<file path="src/rtl/data_island_packet_assembler.sv">
// Data island packet assembler: serialises a 24-bit header and four 56-bit subpackets plus BCH ECC
// into 32 nine-bit slots. Optional output pipeline register: DATA_ISLAND_OUTPUT_REG_EN.
module data_island_packet_assembler (
    input  logic             clk_pixel,
    input  logic             reset,
    input  logic             data_island_period,
    input  logic [23:0]      header,
    input  logic [3:0][55:0] sub,
    output logic [8:0]       packet_data,
    output logic [4:0]       counter,
    output logic             packet_loaded
);

    localparam logic [7:0] BchPoly = 8'h83;

    // One LSB-first step of the 1+x^6+x^7+x^8 BCH code.
    function automatic logic [7:0] bch_step(input logic [7:0] ecc, input logic d);
        logic f;
        f = ecc[0] ^ d;
        return (ecc >> 1) ^ (f ? BchPoly : 8'h00);
    endfunction

    logic [4:0]       cnt_q;
    logic [23:0]      cur_header;
    logic [3:0][55:0] cur_sub;
    logic [7:0]       ecc_h;
    logic [3:0][7:0]  ecc_s;

    logic slot_last;
    logic load_packet;
    logic hdr_phase;
    logic sub_phase;

    assign slot_last   = data_island_period && (cnt_q == 5'd31);
    assign load_packet = !data_island_period || slot_last;
    assign hdr_phase   = cnt_q < 5'd24;
    assign sub_phase   = cnt_q < 5'd28;

    logic [31:0]      hdr_ext;
    logic [3:0][63:0] sub_ext;
    logic [5:0]       even_idx;
    logic [5:0]       odd_idx;
    logic [2:0]       ecc_h_idx;
    logic [2:0]       ecc_s_even;
    logic [2:0]       ecc_s_odd;
    logic             hdr_bit;
    logic [3:0]       even_bits;
    logic [3:0]       odd_bits;
    logic [7:0]       ecc_h_next;
    logic [3:0][7:0]  ecc_s_next;
    logic [8:0]       slot_data;
    logic [4:0]       slot_counter;

    // Zero-extended copies keep every slot index in range; only the in-range part is ever selected.
    always_comb begin
        hdr_ext    = {8'h00, cur_header};
        even_idx   = {cnt_q, 1'b0};
        odd_idx    = {cnt_q, 1'b1};
        ecc_h_idx  = cnt_q[2:0];
        ecc_s_even = {cnt_q[1:0], 1'b0};
        ecc_s_odd  = {cnt_q[1:0], 1'b1};
        hdr_bit    = hdr_phase ? hdr_ext[cnt_q] : ecc_h[ecc_h_idx];
        ecc_h_next = bch_step(ecc_h, hdr_ext[cnt_q]);
        sub_ext    = '0;
        even_bits  = '0;
        odd_bits   = '0;
        ecc_s_next = '0;
        for (int i = 0; i < 4; i++) begin
            sub_ext[i]    = {8'h00, cur_sub[i]};
            even_bits[i]  = sub_phase ? sub_ext[i][even_idx] : ecc_s[i][ecc_s_even];
            odd_bits[i]   = sub_phase ? sub_ext[i][odd_idx] : ecc_s[i][ecc_s_odd];
            ecc_s_next[i] = bch_step(bch_step(ecc_s[i], sub_ext[i][even_idx]),
                                     sub_ext[i][odd_idx]);
        end
        slot_data    = data_island_period ? {odd_bits, even_bits, hdr_bit} : 9'd0;
        slot_counter = data_island_period ? cnt_q : 5'd0;
    end

    always_ff @(posedge clk_pixel or posedge reset) begin
        if (reset) begin
            cnt_q      <= 5'd0;
            cur_header <= '0;
            cur_sub    <= '0;
            ecc_h      <= '0;
            ecc_s      <= '0;
        end else begin
            cnt_q <= data_island_period ? cnt_q + 5'd1 : 5'd0;
            if (load_packet) begin
                cur_header <= header;
                cur_sub    <= sub;
                ecc_h      <= '0;
                ecc_s      <= '0;
            end else begin
                // ECC freezes once its final value is on the wire.
                if (hdr_phase) ecc_h <= ecc_h_next;
                if (sub_phase) ecc_s <= ecc_s_next;
            end
        end
    end

    assign packet_loaded = slot_last;

`ifdef DATA_ISLAND_OUTPUT_REG_EN
    logic [8:0] packet_data_q;
    logic [4:0] counter_q;

    always_ff @(posedge clk_pixel or posedge reset) begin
        if (reset) begin
            packet_data_q <= 9'd0;
            counter_q     <= 5'd0;
        end else begin
            packet_data_q <= slot_data;
            counter_q     <= slot_counter;
        end
    end

    assign packet_data = packet_data_q;
    assign counter     = counter_q;
`else
    assign packet_data = slot_data;
    assign counter     = slot_counter;
`endif

endmodule

</file>
<file path="config.mk">
export PLATFORM = sky130hd
export DESIGN_NAME = data_island_packet_assembler
export DESIGN_NICKNAME = d
export VERILOG_FILES = /design/src/rtl/data_island_packet_assembler.sv
export SDC_FILE = /design/constraint.sdc
export NUM_CORES = 1
export LEC_CHECK = 0
export CORE_AREA = 2 2 175 177
export DETAILED_ROUTE_END_ITERATION = 8
export DIE_AREA = 0 0 177 179
export GPL_TIMING_DRIVEN = 0
export PLACE_DENSITY = 0.85
export SETUP_SLACK_MARGIN = 0.5
export SLEW_MARGIN = 20
export SYNTH_ARGS = -nofsm -noshare
export SYNTH_HDL_FRONTEND = slang
export SYNTH_SLANG_ARGS = --single-unit
</file>
<file path="constraint.sdc">
create_clock -name clk_pixel -period 10.85 [get_ports clk_pixel]
set_clock_uncertainty 0.1 [all_clocks]
set_input_delay 3.255 -clock clk_pixel [delete_from_list [all_inputs] [get_ports clk_pixel]]
set_output_delay 3.255 -clock clk_pixel [all_outputs]
set_load 0.05 [all_outputs]
</file>
==> PnR_summary.wiki <==
{| class="wikitable"
! Metric !! Value
|-
| Main combinational cell family by area after synthesis || simple AND/OR/NAND/NOR gates
|-
| Worst EP required || around 7.5 ns
|-
| Most common cell after layout, fill and taps aside || sky130_fd_sc_hd__nand2_1
|-
| Overall Global Routing Usage || 29.0%
|-
| Internal Pwr Total || between 2000 and 2500 uW
|-
| # Post-CTS Setup Buffers || 0
|-
| Critical Path Source || data_island_period
|-
| Number of slew-limit violations in the final report || 0
|-
| Proportion of power drawn by combinational gates || between 20% and 30%
|-
| Maximum clock rate || approximately 110 MHz
|-
| Unrepaired setup endpoints after global routing || false
|-
| Register-to-register setup slack || about 7.2 ns
|-
| Ordered list of cells on the worst path || clkdlybuf4s50_1 > clkbuf_1 > a21boi_0 > clkdlybuf4s50_1
|-
| Worst Hold Slack || about 0.36 ns
|-
| Reported net switching power || 857 uW
|-
| Floorplan core area || between 30000 and 40000 um^2
|-
| Fraction of final layout cells with drive strength greater than 1 || under 10%
|-
| Final total negative setup slack || 0 ns
|-
| Maximum resistive drop on vdd || ~0.14 mV
|-
| DRC violations left || 0
|-
| H-tree level count || 1
|-
| Number of nets produced by synthesis || ~1.8k
|-
| Maximum clock insertion buffer count || 3
|-
| Setup violators final || 0
|-
| Startpoint kind of the worst setup timing path || input pin
|-
| Worst skew pair latency || 0.58 ns
|-
| Proportion of synthesized chip area in sequential cells || 51.9%
|-
| Endpoint of the worst hold path || cur_sub[106]
|-
| Routed via count || 12.6k
|-
| FF-to-FF Start || cnt_q[2]
|-
| Syn_area_per_cell || a little over 9 um^2
|-
| Type of the tightest min-delay check || register to register
|-
| Cell Area, Synth || 14100 um^2
|-
| Floorplan die height || around 180 um
|-
| Number of flip-flops and latches in the synthesized netlist || approximately 290
|-
| Number of port buffers || 265
|-
| Most frequent cell on the critical path || sky130_fd_sc_hd__clkdlybuf4s50_1
|-
| Root buffer selected by CTS || sky130_fd_sc_hd__clkbuf_16
|-
| Area overhead of the layout relative to synthesis || 30.8%
|-
| Routed wire length || roughly 45 mm
|-
| Routability Congestion || about 0.92
|-
| Cell count after synthesis || around 1.6k
|-
| Static leakage || between 0.008 and 0.009 uW
|-
| Compound-cell area share of the yosys netlist || under 10%
|-
| Clock slew at reported path FFs || 0.07 ns
|-
| Critical R2R Capture || cur_sub[21]
|-
| Async set-reset flop share out of synthesis || between 90% and 100%
|-
| Cell depth of the worst flop-to-flop path || 11
|-
| Die Wd || around 180 um
|-
| Most used cells in the layout excluding fill and tap cells || 820 x sky130_fd_sc_hd__nand2_1, 293 x sky130_fd_sc_hd__dfrtp_1, 265 x sky130_fd_sc_hd__clkdlybuf4s50_1, 75 x sky130_fd_sc_hd__clkbuf_1, 70 x sky130_fd_sc_hd__mux2i_1
|-
| Buffers and inverters on the worst path || 3
|-
| Number of hold-slack violations in the final timing report || 0
|-
| Slew headroom || a little over a third
|-
| Starting density of the core || a little under half
|-
| Dpl hpwl || between 30 and 40 mm
|-
| Sequential cell fraction of total power || about 43%
|-
| Distinct cells, synth || 60
|-
| WL per Instance || about 20 um
|-
| Vias/cell || around 5.5
|-
| Number of buffers added by the clock tree synthesis step || 31
|-
| Share of synthesized cell area in and, or, nand and nor gates || 25.4%
|-
| Min-Delay Startpoint || cur_sub[106]
|-
| Share of power burned in the clock network || between 30 and 40%
|-
| Post-route cell area || approximately 18000 um^2
|-
| Number of flops mapped to enable cells by yosys || 0
|-
| First-pass GRT wire length || 69.6 mm
|-
| Switching power share of the total || roughly 29%
|-
| Residual overflow from global routing || 0
|-
| Remaining number of nets flagged by the antenna check after routing || 0
|-
| Predominant post-synthesis flop cell || sky130_fd_sc_hd__dfrtp_1
|-
| Number of buffers inserted by hold repair at cts || 0
|-
| TritonCTS clock tree || yes
|-
| Placement row count || 64
|-
| Post-CTS resize count || 0
|-
| Layout net count || 2114
|-
| Post-detailed-placement cell area || approximately 17000 um^2
|-
| Time the final worst path needs with I/O delays and setup || ~9.1 ns
|-
| Floorplan die area || about 32000 um^2
|-
| 1st-iter DRT viols || ~1000
|-
| Type of the setup path with the least slack || input pin to primary output
|-
| Antenna violations before repair || 0
|-
| Worst Path Arrival || roughly 5.8 ns
|-
| Drt pass-1 iters || 5
|-
| Share of synthesized cell area in full adder, half adder and majority cells || less than 1%
|-
| CP Capture Type || primary output
|-
| Vias in the first global route || 13.0k
|-
| Final worst path period share || around 84%
|-
| Cells on Worst Hold Path || 2
|-
| Slowest stage cell, crit path || sky130_fd_sc_hd__clkdlybuf4s50_1
|-
| Fraction of synthesized cell area in xor and xnor cells || approximately 1.3%
|-
| Maximum number of pins on one net before global-route repair || 36
|-
| Synth warnings || 0
|-
| Result of the run || completed
|-
| Delay of the slowest cell on the worst path || 0.92 ns
|-
| Kind of cell adding the most delay to the critical path || buffers and inverters
|-
| Multiplexer share of the synthesized area || 11.9%
|-
| Highest net fanout along the worst path || 10
|-
| # IOs || approximately 270
|-
| CTS sink count || just under 300
|-
| Number of max-cap violations || 0
|-
| Worst Tran Pin Value || ~0.95 ns
|-
| Areal power density over the cells || ~160 nW/um^2
|-
| Final antenna diode count || 0
|}
## synthesized netlist by cell type, types with 5 or more instances
cell type	instances	area share, %
sky130_fd_sc_hd__a211oi_1	7	0.37
sky130_fd_sc_hd__a21boi_0	5	0.27
sky130_fd_sc_hd__a21oi_1	34	1.2
sky130_fd_sc_hd__a22o_1	6	0.37
sky130_fd_sc_hd__a22oi_1	24	1.3
sky130_fd_sc_hd__a31oi_1	7	0.31
sky130_fd_sc_hd__and2_1	21	0.93
sky130_fd_sc_hd__and3_1	6	0.27
sky130_fd_sc_hd__buf_2	12	0.42
sky130_fd_sc_hd__buf_6	9	0.72
sky130_fd_sc_hd__clkbuf_1	72	1.9
sky130_fd_sc_hd__dfrtp_1	293	52
sky130_fd_sc_hd__inv_1	6	0.16
sky130_fd_sc_hd__mux2i_1	70	5.0
sky130_fd_sc_hd__mux4_1	11	2.0
sky130_fd_sc_hd__mux4_2	29	4.6
sky130_fd_sc_hd__nand2_1	820	22
sky130_fd_sc_hd__nand2b_1	6	0.27
sky130_fd_sc_hd__nand3_1	10	0.35
sky130_fd_sc_hd__nor2_1	16	0.42
sky130_fd_sc_hd__nor2b_1	7	0.31
sky130_fd_sc_hd__o211ai_1	5	0.27
sky130_fd_sc_hd__xnor2_1	10	0.62
## how the worst max path moves through the flow
| stage | cells past startpoint | end | slack, ns |
|---|---|---|---|
| 2_1_floorplan | 2 | packet_data[2] | 2.88 |
| 5_1_grt | 4 | packet_data[7] | 1.67 |
| 4_1_cts | 4 | packet_data[6] | 1.78 |
| 3_5_place_dp | 4 | packet_data[6] | 1.76 |
| 6_report | 4 | packet_data[7] | 1.73 |
| 3_3_place_gp | 4 | packet_data[7] | 1.78 |
## cell families after synthesis
family	after synthesis
AO/OA/AOI/OAI	115
XOR/XNOR	17
adder cells (fa/ha/maj)	2
buffers and inverters	106
flip-flops	293
multiplexers	113
AND/OR/NAND/NOR	908
## layout make-up
class,count,area (um^2)
Fill cell,2424,11500
Sequential cell,293,7330
Multi-Input combinational cell,1155,6290
Timing Repair Buffer,274,2830
Clock buffer,38,842
Buffer,100,497
Tap cell,396,495
Clock inverter,16,180
Inverter,6,26.3
## per-stage QoR
step                      power, uW  util [%]  std cells  setup WS (ns)
after global placement         1910      57.6       2215           1.78
after detailed placement       1940      58.2       2224           1.76
after global routing           3110      61.6       2278           1.67
after floorplan                1690         -       1554           2.88
after CTS                      3000      61.6       2278           1.78
final                          3000      61.6       2278           1.73
## power by group through the flow
stage | sequential, uW | combinational [uW] | clock (uW)
2_1_floorplan | 1290 | 402 | 0
3_3_place_gp | 1300 | 602 | 0
3_5_place_dp | 1310 | 628 | 0
4_1_cts | 1290 | 633 | 1070
5_1_grt | 1310 | 691 | 1110
6_report | 1300 | 636 | 1070
## sequential cells by signal, summed over array words and instances (netlist names)
signal      count
cnt_q           5
cur_sub       224
ecc_s          32
cur_header     24
ecc_h           8
## layer usage
layer | track usage, % | routed length (um) | up-vias
met5 | 0 | 0 | -
li1 | - | - | 5668
met3 | 5.41 | 3800 | 150
met4 | 14.5 | 2380 | 0
met1 | 36.0 | 17600 | 6149
met2 | 48.6 | 21700 | 599
## worst min-delay path, stage by stage (launching register included)
cell and delay (ns):
sky130_fd_sc_hd__dfrtp_1 0.33, sky130_fd_sc_hd__nand2_1 0.05, sky130_fd_sc_hd__nand2_1 0.05
(Power assumes the default switching activity.)
==> edit, RTL diff (config.mk and constraints unchanged) <==
Add a define of `DATA_ISLAND_OUTPUT_REG_EN`.
--- a/src/rtl/data_island_packet_assembler.sv
+++ b/src/rtl/data_island_packet_assembler.sv
@@ -2,2 +2,4 @@
 // into 32 nine-bit slots. Optional output pipeline register: DATA_ISLAND_OUTPUT_REG_EN.
+`define DATA_ISLAND_OUTPUT_REG_EN
+
 module data_island_packet_assembler (
Behaviour: not the same (a bounded check fails within 4 cycles, from zero or initial values and one cycle with reset high).
==> edit against the unedited design <==
  * Count of clock-buffer cells in the layout increased by 11
  * Register-to-register slack improved by 150 ps
  * Worst hold slack improved by 2.6 ps
  * Fmax increased by 9.5%
  * Total power increased by 1.3%
  * Routed wire length decreased by 1.2%
  * Die area unchanged
  * Worst setup slack improved by 790 ps
  * Sequential cell count increased by 14
  * Final area increased by 0.95%
  * Area after synthesis increased by 1.4%
  * Critical endpoint is now packet_loaded
  * Largest cell class unchanged
==> edit: results (changes against the unedited design) <==
\begin{tabular}{lr}
\hline
Metric & Value \\
\hline
\multicolumn{2}{l}{\textbf{Run status}} \\
\quad Outcome & completed \\
\multicolumn{2}{l}{\textbf{Power}} \\
\quad Static leakage & 0.008854 µW (+0.57\%) \\
\quad Maximum vdd drop & 0.1237 mV (-14\%) \\
\quad Switching part of the total power & 28.48\% (-0.069 points) \\
\multicolumn{2}{l}{\textbf{Yosys}} \\
\quad Number of different library cells in the post-synthesis netlist & 50 (-17\%) \\
\quad Synth warnings & 0 (unchanged) \\
\quad Leading cell types by total area after synthesis & sky130\_fd\_sc\_hd\_\_dfrtp\_1 54\%, sky130\_fd\_sc\_hd\_\_nand2\_1 21\%, sky130\_fd\_sc\_hd\_\_mux4\_2 6.6\% \\
\quad Synthesized net count & 1807 (unchanged) \\
\quad Sequential element share of the synthesized area & 53.60\% (+1.7 points) \\
\quad Commonest cells post-synth & 818 x sky130\_fd\_sc\_hd\_\_nand2\_1, 307 x sky130\_fd\_sc\_hd\_\_dfrtp\_1, 69 x sky130\_fd\_sc\_hd\_\_mux2i\_1 \\
\multicolumn{2}{l}{\textbf{Cells and area}} \\
\quad Registers with the most flip-flops & cur\_sub x224, ecc\_s x32, cur\_header x24 \\
\quad NumNets Final & 2114 (unchanged) \\
\quad Number of antenna diodes & 0 (unchanged) \\
\quad Fraction of final layout cells sized beyond drive strength 1 & 7.071\% (-0.049 points) \\
\quad FILL cells & 2384 (-1.7\%) \\
\multicolumn{2}{l}{\textbf{Clock tree}} \\
\quad Number of levels in the clock H-tree & 1 (unchanged) \\
\quad Largest buffer count on any clock path & 3 (unchanged) \\
\quad Clock-pin slew on the worst setup and hold paths & around 60 ps \\
\quad Total CTS buffers & 31 (unchanged) \\
\multicolumn{2}{l}{\textbf{GRT}} \\
\quad Antenna violations before repair & 0 (unchanged) \\
\quad Vias in the first global route & 12.81k (-1.2\%) \\
\quad All-layer global routing usage & 28.59\% (-0.38 points) \\
\quad Global-route wire length before repair & 68.61 mm (-1.4\%) \\
\quad Maximum number of pins on one net before global-route repair & 37 (+2.8\%) \\
\multicolumn{2}{l}{\textbf{Worst setup path}} \\
\quad Delay of the slowest cell on the worst path & 800 ps (-120 ps) \\
\quad Largest driver fanout on the critical path & 9 (-1) \\
\quad Arrival time of data at the critical path endpoint & 4970 ps (-790 ps) \\
\multicolumn{2}{l}{\textbf{Detailed routing}} \\
\quad Initial DRC Count & 936 (-6.3\%) \\
\quad Wire length reported by the detailed router & 44.89 mm (-1.2\%) \\
\quad Via-to-Cell Ratio & 5.472 (-0.81\%) \\
\multicolumn{2}{l}{\textbf{STA}} \\
\quad Slew @ Worst Pin & 994.3 ps (+41.24 ps) \\
\multicolumn{2}{l}{\textbf{Place}} \\
\quad Setup Slack @ Placement & 2532 ps (+770.7 ps) \\
\quad Placer's final routability congestion estimate & 0.9369 (+2.3\%) \\
\quad Detailed Place HPWL & 33.33 mm (-1.8\%) \\
\hline
\end{tabular}
## edit: cell type report
type	instances	share of cell area, %
Timing Repair Buffer	274	15.21
Inverter	10	0.2212
Multi-Input combinational cell	1144	33.01
Tap cell	396	2.654
Clock buffer	49	5.107
Buffer	93	2.420
Clock inverter	4	0.2212
Sequential cell	307	41.15
## edit: power groups by stage
stage | clock network, µW | logic (µW) | registers [µW]
floorplan | 0 | 381 | 1360
global placement | 0 | 599 | 1360
detailed placement | 0 | 623 | 1370
CTS | 1060 | 628 | 1350
global route | 1100 | 685 | 1370
finish | 1050 | 633 | 1350
## edit: routing by layer
layer  part of all wire [%]  up-vias  GRT usage, %
met5                      0        -             0
met4                    4.3        0         11.78
met3                    9.9      132         7.761
met2                     48      604         47.28
met1                     38     6075         35.63
li1                       -     5648             -
## edit: per-stage QoR
step,area [µm²],cells
floorplan,14340,1554
global placement,17490,2215
detailed placement,17670,2224
CTS,18670,2277
global route,18670,2277
finish,18670,2277
## edit: worst paths after layout
check | start | end | slack, ps | cells past startpoint
max | data_island_period | packet_loaded | 2520 | 3
min | cur_sub[14] | cur_sub[14] | 360 | 2
max reg2reg | cnt_q[2] | cur_sub[111] | 7310 | 9
min reg2reg | cur_sub[14] | cur_sub[14] | 360 | 2
max in group asynchronous | reset | cur_header[8] | 6330 | 6
min in group asynchronous | reset | cur_sub[156] | 3040 | 2
## edit: kinds of logic after synthesis
family                   after synthesis  synth area share [%]
AO/OA/AOI/OAI                        115                 5.386
XOR/XNOR                              18                 1.362
adder cells (fa/ha/maj)                2                0.1746
buffers and inverters                103                 3.413
flip-flops                           307                 53.60
multiplexers                         114                 11.68
AND/OR/NAND/NOR                      895                 24.39
## edit: critical path, delay by kind of cell
family        cells  cell delay (ps)
buf+inv           2             1520
simple gates      1              200
